### src/rtl/count_sequencer_pkg.sv
// rtl/count_sequencer_pkg.sv - shared state encoding and constants for count_sequencer
package count_sequencer_pkg;

  localparam int DEFAULT_WIDTH = 4;
  localparam int PASS_MAX      = 15;

  typedef enum logic [1:0] {
    IDLE  = 2'd0,
    CLEAR = 2'd1,
    RUN   = 2'd2
  } state_t;

endpackage

### src/rtl/count_sequencer_core.sv
// rtl/count_sequencer_core.sv - count_core: WIDTH-bit up-counter, clr has priority over en
module count_core #(
  parameter int WIDTH = 4
) (
  input  logic             clk,
  input  logic             reset_n,
  input  logic             clr,
  input  logic             en,
  output logic [WIDTH-1:0] count
);

  logic [WIDTH-1:0] count_q;

  always_ff @(posedge clk or negedge reset_n) begin
    if (!reset_n) begin
      count_q <= '0;
    end else if (clr) begin
      count_q <= '0;
    end else if (en) begin
      count_q <= count_q + WIDTH'(1);
    end
  end

  assign count = count_q;

endmodule

### src/rtl/count_sequencer.sv
// rtl/count_sequencer.sv - commanded bounded runs of count_core; pass tally built only with COUNT_SEQ_PASS_CNT_EN
module count_sequencer
  import count_sequencer_pkg::*;
#(
  parameter int WIDTH = DEFAULT_WIDTH
) (
  input  logic             clk,
  input  logic             reset_n,
  input  logic             start,
  input  logic [WIDTH-1:0] term,
  input  logic             reload,
  input  logic             pause,
  input  logic             stop,
  output logic             ready,
  output logic             busy,
  output logic [WIDTH-1:0] count,
  output logic             done,
  output logic             aborted,
  output logic [3:0]       passes
);

  state_t           state_q, state_d;
  logic [WIDTH-1:0] term_q;
  logic             reload_q;
  logic             done_q;
  logic             aborted_q;
  logic             clr;
  logic             en;
  logic             accept;
  logic             complete;
  logic             abort;

  always_comb begin
    state_d  = state_q;
    clr      = 1'b0;
    en       = 1'b0;
    accept   = 1'b0;
    complete = 1'b0;
    abort    = 1'b0;
    case (state_q)
      IDLE: begin
        if (start) begin
          accept  = 1'b1;
          state_d = CLEAR;
        end
      end
      CLEAR: begin
        clr = 1'b1;
        if (stop) begin
          abort   = 1'b1;
          state_d = IDLE;
        end else begin
          state_d = RUN;
        end
      end
      RUN: begin
        // stop outranks a completion landing on the same edge
        if (stop) begin
          abort   = 1'b1;
          clr     = 1'b1;
          state_d = IDLE;
        end else if (!pause) begin
          if (count == term_q) begin
            complete = 1'b1;
            if (reload_q) begin
              clr = 1'b1;
            end else begin
              state_d = IDLE;
            end
          end else begin
            en = 1'b1;
          end
        end
      end
      default: state_d = IDLE;
    endcase
  end

  always_ff @(posedge clk or negedge reset_n) begin
    if (!reset_n) begin
      state_q   <= IDLE;
      term_q    <= '0;
      reload_q  <= 1'b0;
      done_q    <= 1'b0;
      aborted_q <= 1'b0;
    end else begin
      state_q   <= state_d;
      done_q    <= complete;
      aborted_q <= abort;
      if (accept) begin
        term_q   <= term;
        reload_q <= reload;
      end
    end
  end

  count_core #(
    .WIDTH(WIDTH)
  ) u_core (
    .clk    (clk),
    .reset_n(reset_n),
    .clr    (clr),
    .en     (en),
    .count  (count)
  );

`ifdef COUNT_SEQ_PASS_CNT_EN
  logic [3:0] passes_q;

  always_ff @(posedge clk or negedge reset_n) begin
    if (!reset_n) begin
      passes_q <= 4'd0;
    end else if (accept) begin
      passes_q <= 4'd0;
    end else if (complete && passes_q != 4'(PASS_MAX)) begin
      passes_q <= passes_q + 4'd1;
    end
  end

  assign passes = passes_q;
`else
  assign passes = 4'd0;
`endif

  assign ready   = (state_q == IDLE);
  assign busy    = (state_q != IDLE);
  assign done    = done_q;
  assign aborted = aborted_q;

endmodule

### config.mk
export PLATFORM = sky130hd
export DESIGN_NAME = count_sequencer
export DESIGN_NICKNAME = d
export VERILOG_FILES = /design/src/rtl/count_sequencer_pkg.sv /design/src/rtl/count_sequencer_core.sv /design/src/rtl/count_sequencer.sv
export SDC_FILE = /design/constraint.sdc
export NUM_CORES = 1
export LEC_CHECK = 0
export CAP_MARGIN = 20
export CORE_MARGIN = 2
export CORE_UTILIZATION = 30
export DETAILED_ROUTE_END_ITERATION = 6
export PLACE_DENSITY = 0.62
export SLEW_MARGIN = 30
export SYNTH_ARGS = -nofsm -noshare
export SYNTH_HDL_FRONTEND = slang
export SYNTH_SLANG_ARGS = --single-unit
### constraint.sdc
create_clock -name clk -period 2.05 [get_ports clk]
set_input_delay 0.41 -clock clk [delete_from_list [all_inputs] [get_ports clk]]
set_output_delay 0.41 -clock clk [all_outputs]
set_load 0.02 [all_outputs]
# Word level (Yosys, flattened, before mapping)
# Cells that the tools add are included.
# classes
addsub,1
multipliers,0
div_mod_pow,0
order_cmp,0
eq_ne,7
shift,0
mux,26
bitwise,0
reduce_logical,5
# ops
operator,count
$mux 1,16
$mux 2,6
$ne 3x3->1 const B,3
$mux 4,2
$pmux 2 s3,1
$add 4x1->4 const B,1
$eq 4x4->1,1
$reduce_and 4->1,1
$reduce_bool 2->1,2
$eq 2x1->1 const B,1
$eq 2x2->1 const B,1
$logic_not 2->1,1
$ne 2x2->1 const B,1
$pmux 1 s2,1
$reduce_or 2->1,1
# totals
register_bits,13
latchBits,0
mem_bits_rw,0
romBits,0
output_inout_bits,12
mem_count,0

# Logic depth before layout (Yosys ltp)
# Gate-level depths: netlist of run 1.
# logic_depth
ltp_word,7
mapped_depth,6

# By module
# From an unflattened synthesis of run 1, not the netlist that was laid out.
# hier_totals
cells_unflattened,64
hier_area_um2,748.2
# modules_own_cells
mod,n_inst,cells_each,area_each_um2,seq_area_each_um2
count_sequencer,1,48,555.5,225.2
count_core,1,16,192.7,100.1

# Least setup slack after synthesis of run 1
# Ideal clock, no wire load.
# synth_path
path_type,flip-flop to flip-flop
start,reg u_core.count_q[0] (netlist: u_core.count[0])
end,reg u_core.count_q[2] (netlist: u_core.count[2])
setup_time_ns,0.138
arrival_ns,1.700
slack_ns,0.212
path_stages_with_launch,5
period_less_slack_ns,1.838
path_cell_list,dfrtp_1 > xor2_1 > or4_4 > o31ai_2 > a22oi_1
# synth_via
elab_chain_len,6
elab_cells_between_ends,13
classes_between,add/sub: 1; eq/ne: 1; mux: 10; reduce/logical: 1
# synth_lines
item,line,source
"start, declared",count_sequencer_core.sv:12,logic [WIDTH-1:0] count_q;
"start signal, assigned",count_sequencer_core.sv:20,count_q <= count_q + WIDTH'(1);
$eq 4x4->1,count_sequencer.sv:63,if (count == term_q) begin
$mux 1,count_sequencer.sv:63,
$mux 1,count_sequencer.sv:62,end else if (!pause) begin
$mux 1,count_sequencer.sv:58,if (stop) begin
$pmux 1 s2 or $mux 1 (tied branches),count_sequencer.sv:40,case (state_q)
$mux 4 or $reduce_bool 2->1 (tied branches),-,
# Parallel ways exist; a longest one is shown, timed or not. The select of a mux whose other input is x is not followed.
# A chain may end at the register's enable or synchronous reset.

# Final worst setup path of run 1
# layout_path
start,reg u_core.count_q[0] (netlist: u_core.count[0])
end,reg u_core.count_q[3] (netlist: u_core.count[3])
# Same word-level chain as after synthesis.

==> impl_metrics.py, run 1 <==
metrics = {
    "global_routing": {
        "grt_pass1_wl_um": 2594,
        "grt_max_degree": 14,
        "grt_usage": 0.1326,
        "antenna_found_initial": 0,
        "overflow": 0,
        "grt_pass1_vias": 586,
    },
    "floorplanning": {
        "rows": 17,
        "die_area_um2": 2860,
        "fp.coreArea_um2": 2255,
        "fp.dieW_um": 53.48,
        "initial_core_util": 0.3257,
        "ios": 22,
        "fp.dieH_um": 53.48,
    },
    "synth": {
        "yosysMostFrequentCell": "dfrtp_1",
        "yosys_warnings": 0,
        "synth.top_cells.by_count": "dfrtp_1 (13), mux2_2 (5), xor2_1 (5)",
        "synth.area.top_cells": "dfrtp_1 (44%), mux2_2 (7.7%), ha_1 (6.8%)",
        "ys_seq_area_frac": 0.4429,
        "yosys.area.top_type": "dfrtp_1",
        "netlist_area_um2": 734.5,
        "syn_inst": 67,
        "synth_ff_type": "dfrtp_1",
        "synth_edf_count": 0,
        "yosysTopAreaCellShare": 0.4429,
        "synth_seq_cells": 13,
        "avgSynthCellArea_um2": 10.96,
        "async_flop_share": 1.000,
        "synth_cell_type_count": 29,
    },
    "drt": {
        "vias": 578,
        "finalWirelength_um": 1459,
        "viasPerCell": 4.898,
        "dr.pass1.iters": 4,
        "post_drt_wl_per_cell_um": 12.36,
        "drtIter0Drc": 11,
        "drc": 0,
        "antenna_left": 0,
    },
    "placement": {
        "port_buffers": 17,
        "placed_area_um2": 943.4,
        "pre_cts_slack_ns": 0.07558,
        "dp.final_hpwl_um": 1123,
        "gp_congestion": 0.7948,
    },
    "critical_path": {
        "cp.required_ns": 2.20,
        "worstPathMaxFanout": 5,
        "end_kind": "register",
        "critPathLaunchType": "register",
        "path_class": "reg -> reg",
        "crit_arrival_ns": 2.01,
    },
    "timing": {
        "layout_setup_ws_ns": 0.1916,
        "skew_ns": 0.005567,
        "relSlewSlack": 0.6011,
        "tightestPinTransition_ns": 0.5965,
        "finalSetupViolCount": 0,
        "slew_violations": 0,
        "fin_crit_sh": 0.9065,
        "max_freq_mhz": 538.1,
        "rsz0062_at_grt": "false",
        "tns_ns": 0,
        "period_minus_slack_ns": 1.858,
        "hold_violations": 0,
    },
    "power_and_ir_drop": {
        "p_per_area_nw_per_um2": 1224,
        "peakVddDrop_v": 0.0006548,
        "leakage_nw": 0.4394,
        "power_mw": 1.188,
    },
    "min_path": {
        "hp-class": "in -> async",
    },
    "clock_network": {
        "post_cts_buffers": 0,
        "h-tree-depth": 1,
        "cts_tree": "built",
        "clk_pin_slew_ns": 0.08,
        "clock-sinks": 13,
        "clockRootBuffer": "clkbuf_4",
        "cts-hold-fix-buffers": 0,
        "clock_path_buffers": 2,
        "cts_buffers": 3,
        "clkLatencyLatePin_ns": 0.28,
        "cts-resized-gates": 1,
    },
    "job": {
        "cap_violations": 0,
    },
    "cells_and_area": {
        "nFillCells": 233,
        "final_util": 0.4306,
        "drive_gt1_frac": 0.1556,
        "stdcell_area_um2": 970.9,
        "diodes": 0,
        "fin_nets": 105,
        "area_growth_pct": 32.20,
    },
    "outcome": {
        "outcome": "completed",
    },
}
[registers in the layout (all words and copies together), names as in the netlist]
signal and flops:
u_core.count 4, term_q 4, state_q 2, done 1
reload_q 1, aborted 1
[kinds of logic after synthesis]
| group | synth area share |
|---|---|
| adder cells (fa/ha/maj) | 0.06815 |
| AND/OR/NAND/NOR | 0.1261 |
| buffers and inverters | 0.05622 |
| other | 0.005106 |
| flip-flops | 0.4429 |
| AO/OA/AOI/OAI | 0.1516 |
| XOR/XNOR | 0.05962 |
| multiplexers | 0.09028 |
[worst paths after layout]
check                                       startpoint                           to  slack (ns)  cells after the start
max in group asynchronous                      reset_n       state_q[0]$_DFFE_PN0P_        1.15                      1
min                                            reset_n  u_core.count[1]$_DFFE_PN0P_        0.50                      1
min reg2reg                      term_q[2]$_DFFE_PN0P_        term_q[2]$_DFFE_PN0P_        0.53                      1
max                        u_core.count[0]$_DFFE_PN0P_  u_core.count[3]$_DFFE_PN0P_        0.19                      4
min in group clk                 term_q[2]$_DFFE_PN0P_        term_q[2]$_DFFE_PN0P_        0.53                      1
max reg2reg                u_core.count[0]$_DFFE_PN0P_  u_core.count[3]$_DFFE_PN0P_        0.19                      4
[critical path: stages, from the launching register on]
cell,delay [ns]
dfrtp_1,0.41
xor2_1,0.20
or4_4,0.59
o31ai_2,0.38
a22oi_1,0.15
[layout make-up]
class / count / area [um^2] / area share
clock buffers: 4 / 26.28 / 0.02706
flip-flops and latches: 13 / 325.3 / 0.3351
inverters: 3 / 11.26 / 0.01160
repair buffers: 20 / 193.9 / 0.1997
multi-input cells: 50 / 379.1 / 0.3905
well taps: 28 / 35.03 / 0.03608
[stage by stage]
stage / cells / hold WS [ns]
finish: 118 / 0.5037
global route: 118 / 0.5250
CTS: 118 / 0.5234
detailed placement: 114 / 0.5186
global placement: 114 / 0.5164
floorplan: 70 / 0.1144
[layer usage]
metal	share of wire	GRT usage	up-vias
li1	-	-	283
met1	0.49	0.1704	271
met2	0.44	0.1831	22
met3	0.056	0.05932	2
met4	0.0075	0.06838	0
met5	0	0	-
[power by group]
| group | internal, mW | switching (mW) | total [mW] |
|---|---|---|---|
| logic | 0.281 | 0.327 | 0.608 |
| registers | 0.348 | 0.0749 | 0.423 |
| clock network | 0.0755 | 0.0813 | 0.157 |
| total | 0.705 | 0.484 | 1.19 |
[cells in the final DEF (no fill, tap or decap), types with 2 or more instances in the layout]
master and instances:
clkbuf_4 3, a21oi_1 3, or3_1 2, clkdlybuf4s50_1 15
inv_1 3, a22oi_1 2, mux2_2 5, nand2_1 4
nor2_1 2, ha_1 4, dfrtp_1 13, conb_1 4
o21ai_0 2, xor2_1 5, buf_4 3, and2_1 2
Note: power is estimated with default switching activity, not from simulation.
==> run 2, diff against run 1 <==
--- a/config.mk
+++ b/config.mk
@@ -6,10 +6,10 @@
 export NUM_CORES = 1
 export LEC_CHECK = 0
 export CAP_MARGIN = 20
-export CORE_MARGIN = 2
 export CORE_UTILIZATION = 30
 export DETAILED_ROUTE_END_ITERATION = 6
 export PLACE_DENSITY = 0.62
+export SKIP_CTS_REPAIR_TIMING = 1
 export SLEW_MARGIN = 30
 export SYNTH_ARGS = -nofsm -noshare
 export SYNTH_HDL_FRONTEND = slang
==> run 2 against run 1 <==
Worst hold slack lost 0.021 ns. Core utilization increased by 0.50 points. Combinational power rose by 0.8%. First-iteration DRC count increased by 18%. Register-to-register slack barely moved. Worst setup slack improved by 0.0024 ns. Largest cell class unchanged. Largest power group unchanged. Highest routed layer unchanged.
==> impl_metrics.py, run 2 (synthesis gave the netlist of run 1 again) <==
metrics = {
    "outcome": {
        "outcome": "completed",
    },
    "floorplanning": {
        "ios": 22,
        "rows": 17,
        "initial_core_util": 0.3257,
        "fp.dieW_um": 51.48,
        "fp.dieH_um": 51.48,
        "fp.coreArea_um2": 2255,
        "die_area_um2": 2650,
    },
    "timing": {
        "relSlewSlack": 0.6082,
        "period_minus_slack_ns": 1.856,
        "hold_violations": 0,
        "skew_ns": 0.009409,
        "finalSetupViolCount": 0,
        "fin_crit_sh": 0.9053,
        "max_freq_mhz": 538.8,
        "tightestPinTransition_ns": 0.5859,
        "slew_violations": 0,
        "rsz0062_at_grt": "false",
    },
    "clock_network": {
        "cts_buffers": 3,
        "clock-sinks": 13,
        "clk_pin_slew_ns": 0.09,
        "clkLatencyLatePin_ns": 0.29,
        "clockRootBuffer": "clkbuf_4",
        "clock_path_buffers": 2,
        "cts_tree": "built",
        "h-tree-depth": 1,
    },
    "drt": {
        "antenna_left": 0,
        "finalWirelength_um": 1408,
        "vias": 574,
        "dr.pass1.iters": 4,
        "drc": 0,
        "drtIter0Drc": 13,
        "viasPerCell": 4.824,
        "post_drt_wl_per_cell_um": 11.83,
    },
    "cells_and_area": {
        "multiInputGateArea_um2": 379.1,
        "final-instance-count-excl-fill": 119,
        "regArea_um2": 325.3,
        "area_growth_pct": 33.73,
        "nFillCells": 238,
        "mostFrequentLayoutCell": "clkdlybuf4s50_1",
        "final_cell_mix": "clkdlybuf4s50_1 (15), dfrtp_1 (13), xor2_1 (5), mux2_2 (5)",
        "final_util": 0.4356,
        "fin_nets": 106,
        "diodes": 0,
        "stdcell_area_um2": 982.2,
        "drive_gt1_frac": 0.1648,
    },
    "critical_path": {
        "startpoint": "u_core.count[3]$_DFFE_PN0P_",
        "path_class": "reg -> reg",
        "worstPathMaxFanout": 5,
        "slowest_stage": "or4_4",
        "end_kind": "register",
        "r2r_start": "u_core.count[3]$_DFFE_PN0P_",
        "critPathLaunchType": "register",
        "r2r_cells": 4,
        "crit_arrival_ns": 2.01,
        "max_stage_delay_ns": 0.57,
        "cp.required_ns": 2.21,
        "crit_chain": "xor2_1, or4_4, o31ai_2, a22oi_1",
    },
    "job": {
        "cap_violations": 0,
    },
    "placement": {
        "placed_area_um2": 950.9,
        "dp.final_hpwl_um": 1083,
        "port_buffers": 17,
        "gp_congestion": 0.7192,
        "dp_cells": 115,
    },
    "global_routing": {
        "grt_pass1_vias": 515,
        "grt_max_degree": 14,
        "grt_pass1_wl_um": 2270,
        "grt_usage": 0.1209,
        "overflow": 0,
        "antenna_found_initial": 0,
    },
    "power_and_ir_drop": {
        "p_per_area_nw_per_um2": 1229,
        "peakVddDrop_v": 0.0006023,
        "leakage_nw": 0.4525,
    },
    "min_path": {
        "hp-class": "in -> async",
    },
}
## run 2: cell types whose count changed in the layout (fill, tap and decap cells not counted), sizes merged
| cell | change |
|---|---|
| buf | +1 |
| dlygate4sd2 | -1 |
| dlymetal6s2s | +1 |
## run 2: worst max-delay path, delay by kind of cell (launching register included)
family           cells  cell delay, ns
flip-flops           1            0.43
AO/OA/AOI/OAI        2            0.54
XOR/XNOR             1            0.19
AND/OR/NAND/NOR      1            0.57
## run 2: cell type report
type / instances / area share
Multi-Input combinational cell: 50 / 0.3860
Sequential cell: 13 / 0.3312
Timing Repair Buffer: 21 / 0.2089
Tap cell: 28 / 0.03567
Clock buffer: 4 / 0.02675
Inverter: 3 / 0.01146
## run 2: final timing paths
check	to	slack, ns
min in group clk	term_q[2]$_DFFE_PN0P_	0.53
setup reg to reg	u_core.count[3]$_DFFE_PN0P_	0.19
hold reg to reg	term_q[2]$_DFFE_PN0P_	0.53
setup / recovery	u_core.count[3]$_DFFE_PN0P_	0.19
hold / removal	reload_q$_DFFE_PN0P_	0.48
max in group asynchronous	u_core.count[0]$_DFFE_PN0P_	1.18
## run 2: routing by layer
| layer | up-vias | routed length [um] | track usage |
|---|---|---|---|
| met5 | - | 0 | 0 |
| met2 | 19 | 634 | 0.1797 |
| met4 | 0 | 30 | 0.06757 |
| met1 | 267 | 680 | 0.1584 |
| met3 | 3 | 63 | 0.02976 |
| li1 | 285 | - | - |
## run 2: stage by stage
stage          hold WS [ns]  setup TNS [ns]  total power, mW  setup WS, ns
2_1_floorplan        0.1144               0           0.8325        0.2119
6_report             0.4826               0            1.207        0.1940
5_1_grt              0.5502               0            1.290       0.08378
4_1_cts              0.5009        -0.08129            1.224      -0.07475
3_5_place_dp         0.5173               0            1.045        0.1248
3_3_place_gp         0.5148               0            1.041        0.1569
## run 2: where the power goes
part	total [mW]	internal, mW	leakage (nW)	switching (mW)
Clock	0.171	0.0758	0.0150	0.0950
Combinational	0.613	0.289	0.271	0.324
Sequential	0.423	0.348	0.167	0.0750
==> run 3, diff against run 2 <==
--- a/config.mk
+++ b/config.mk
@@ -8,7 +8,8 @@
 export CAP_MARGIN = 20
 export CORE_UTILIZATION = 30
 export DETAILED_ROUTE_END_ITERATION = 6
-export PLACE_DENSITY = 0.62
+export PLACE_DENSITY_LB_ADDON = 0.3
+export REMOVE_ABC_BUFFERS = 1
 export SKIP_CTS_REPAIR_TIMING = 1
 export SLEW_MARGIN = 30
 export SYNTH_ARGS = -nofsm -noshare
==> run 3 against run 2 <==
Non-clock buffer count is the same. Routed wire length shrank 4.6%. Flip-flop and latch count is the same. Clock skew shrank 0.0036 ns. Critical path depth is the same. Sequential share of layout area is the same. Global-route usage is essentially flat. Core utilization is the same. Cell count is the same. Worst setup slack gained 0.016 ns. Clock power shrank 5%. Largest power group unchanged.
==> impl_metrics.py, run 3 (synthesis gave the netlist of run 1 again) <==
metrics = {
    "drt": {
        "antenna_left": 0,
        "dr.pass1.iters": 2,
        "finalWirelength_um": 1343,
        "drtIter0Drc": 4,
        "drc": 0,
        "viasPerCell": 4.739,
        "vias": 564,
        "post_drt_wl_per_cell_um": 11.29,
    },
    "clock_network": {
        "h-tree-depth": 1,
        "cts_buffers": 3,
        "clk_pin_slew_ns": 0.09,
        "clock-sinks": 13,
        "cts_tree": "built",
        "clkLatencyLatePin_ns": 0.27,
        "clockRootBuffer": "clkbuf_4",
        "clock_path_buffers": 2,
    },
    "floorplanning": {
        "initial_core_util": 0.3257,
        "fp.dieW_um": 51.48,
        "fp.dieH_um": 51.48,
        "ios": 22,
        "fp.coreArea_um2": 2255,
        "rows": 17,
        "die_area_um2": 2650,
    },
    "timing": {
        "skew_ns": 0.005799,
        "max_freq_mhz": 543.6,
        "tightestPinTransition_ns": 0.5910,
        "relSlewSlack": 0.6047,
        "period_minus_slack_ns": 1.839,
        "slew_violations": 0,
        "hold_violations": 0,
        "rsz0062_at_grt": "false",
        "tns_ns": 0,
        "fin_crit_sh": 0.8973,
        "finalSetupViolCount": 0,
    },
    "outcome": {
        "outcome": "completed",
    },
    "critical_path": {
        "cp.required_ns": 2.19,
        "crit_arrival_ns": 1.98,
        "critPathLaunchType": "register",
        "crit_chain": "xor2_1, or4_4, o31ai_2, a22oi_1",
        "worstPathMaxFanout": 5,
        "end_kind": "register",
        "path_class": "reg -> reg",
        "slowest_stage": "or4_4",
        "max_stage_delay_ns": 0.59,
    },
    "min_path": {
        "hp-class": "in -> async",
    },
    "power_and_ir_drop": {
        "switching_power_uw": 482.3,
        "clkPwrFrac": 0.136,
        "p_per_area_nw_per_um2": 1216,
        "p_seq_frac": 0.353,
        "combPwrFrac": 0.511,
        "swShare": 0.4039,
        "p_int_uw": 711.7,
        "leakage_nw": 0.4531,
        "peakVddDrop_v": 0.0005658,
        "power_mw": 1.194,
    },
    "global_routing": {
        "overflow": 0,
        "grt_max_degree": 14,
        "grt_usage": 0.1207,
        "grt_pass1_vias": 553,
        "grt_pass1_wl_um": 2415,
        "antenna_found_initial": 0,
    },
    "cells_and_area": {
        "drive_gt1_frac": 0.1648,
        "final_cell_mix": "clkdlybuf4s50_1 (15), dfrtp_1 (13), xor2_1 (5), mux2_2 (5)",
        "mostFrequentLayoutCell": "clkdlybuf4s50_1",
        "diodes": 0,
        "area_growth_pct": 33.73,
        "fin_nets": 106,
    },
    "placement": {
        "port_buffers": 17,
        "gp_congestion": 0.7781,
        "dp.final_hpwl_um": 1055,
    },
    "job": {
        "cap_violations": 0,
    },
}
run 3: cell counts in the layout (fill, tap and decap cells not counted):
Identical to the previous run, type by type.
run 3: worst paths after layout:
kind,from,endpoint,slack [ns],cells past startpoint
setup / recovery,u_core.count[0]$_DFFE_PN0P_,u_core.count[3]$_DFFE_PN0P_,0.21,4
hold / removal,reset_n,term_q[2]$_DFFE_PN0P_,0.50,1
setup reg to reg,u_core.count[0]$_DFFE_PN0P_,u_core.count[3]$_DFFE_PN0P_,0.21,4
hold reg to reg,term_q[1]$_DFFE_PN0P_,term_q[1]$_DFFE_PN0P_,0.54,1
max in group asynchronous,reset_n,done$_DFF_PN0_,1.16,1
min in group clk,term_q[1]$_DFFE_PN0P_,term_q[1]$_DFFE_PN0P_,0.54,1
run 3: power groups by stage:
| stage | combinational [mW] | clock, mW | sequential, mW |
|---|---|---|---|
| after detailed placement | 0.619 | 0 | 0.426 |
| after floorplan | 0.387 | 0 | 0.440 |
| after global placement | 0.613 | 0 | 0.425 |
| after global routing | 0.677 | 0.176 | 0.434 |
| final | 0.610 | 0.163 | 0.421 |
| after CTS | 0.624 | 0.165 | 0.420 |
run 3: cell type report:
| class | count | area, um^2 |
|---|---|---|
| fillers | 221 | 1272 |
| multi-input cells | 50 | 379.1 |
| flip-flops and latches | 13 | 325.3 |
| repair buffers | 21 | 205.2 |
| well taps | 28 | 35.03 |
| clock buffers | 4 | 26.28 |
| inverters | 3 | 11.26 |
run 3: worst max-delay path, delay by kind of cell, from the launching register on:
kind / cells / cell delay (ns)
AOI/OAI and AO/OA: 2 / 0.52
xor gates and xnor gates: 1 / 0.20
DFF: 1 / 0.40
and+or+nand+nor: 1 / 0.59
run 3: metrics by stage:
step | worst slack, ns | hold WS (ns) | cells | cell area (um^2) | util
finish | 0.2105 | 0.5024 | 119 | 982.2 | 0.4356
global route | 0.05436 | 0.5599 | 119 | 982.2 | 0.4356
CTS | -0.05224 | 0.5275 | 119 | 977.2 | 0.4334
detailed placement | 0.1108 | 0.5196 | 115 | 950.9 | 0.4218
global placement | 0.1202 | 0.5155 | 115 | 950.9 | 0.4218
floorplan | 0.2119 | 0.1144 | 66 | 715.7 | -
run 3: per-layer routing:
metal / track usage / routed length [um] / vias to the layer above
met2: 0.1883 / 626 / 15
li1: - / - / 281
met3: 0.02679 / 52 / 2
met5: 0 / 0 / -
met4: 0.04054 / 8 / 0
met1: 0.1633 / 655 / 266
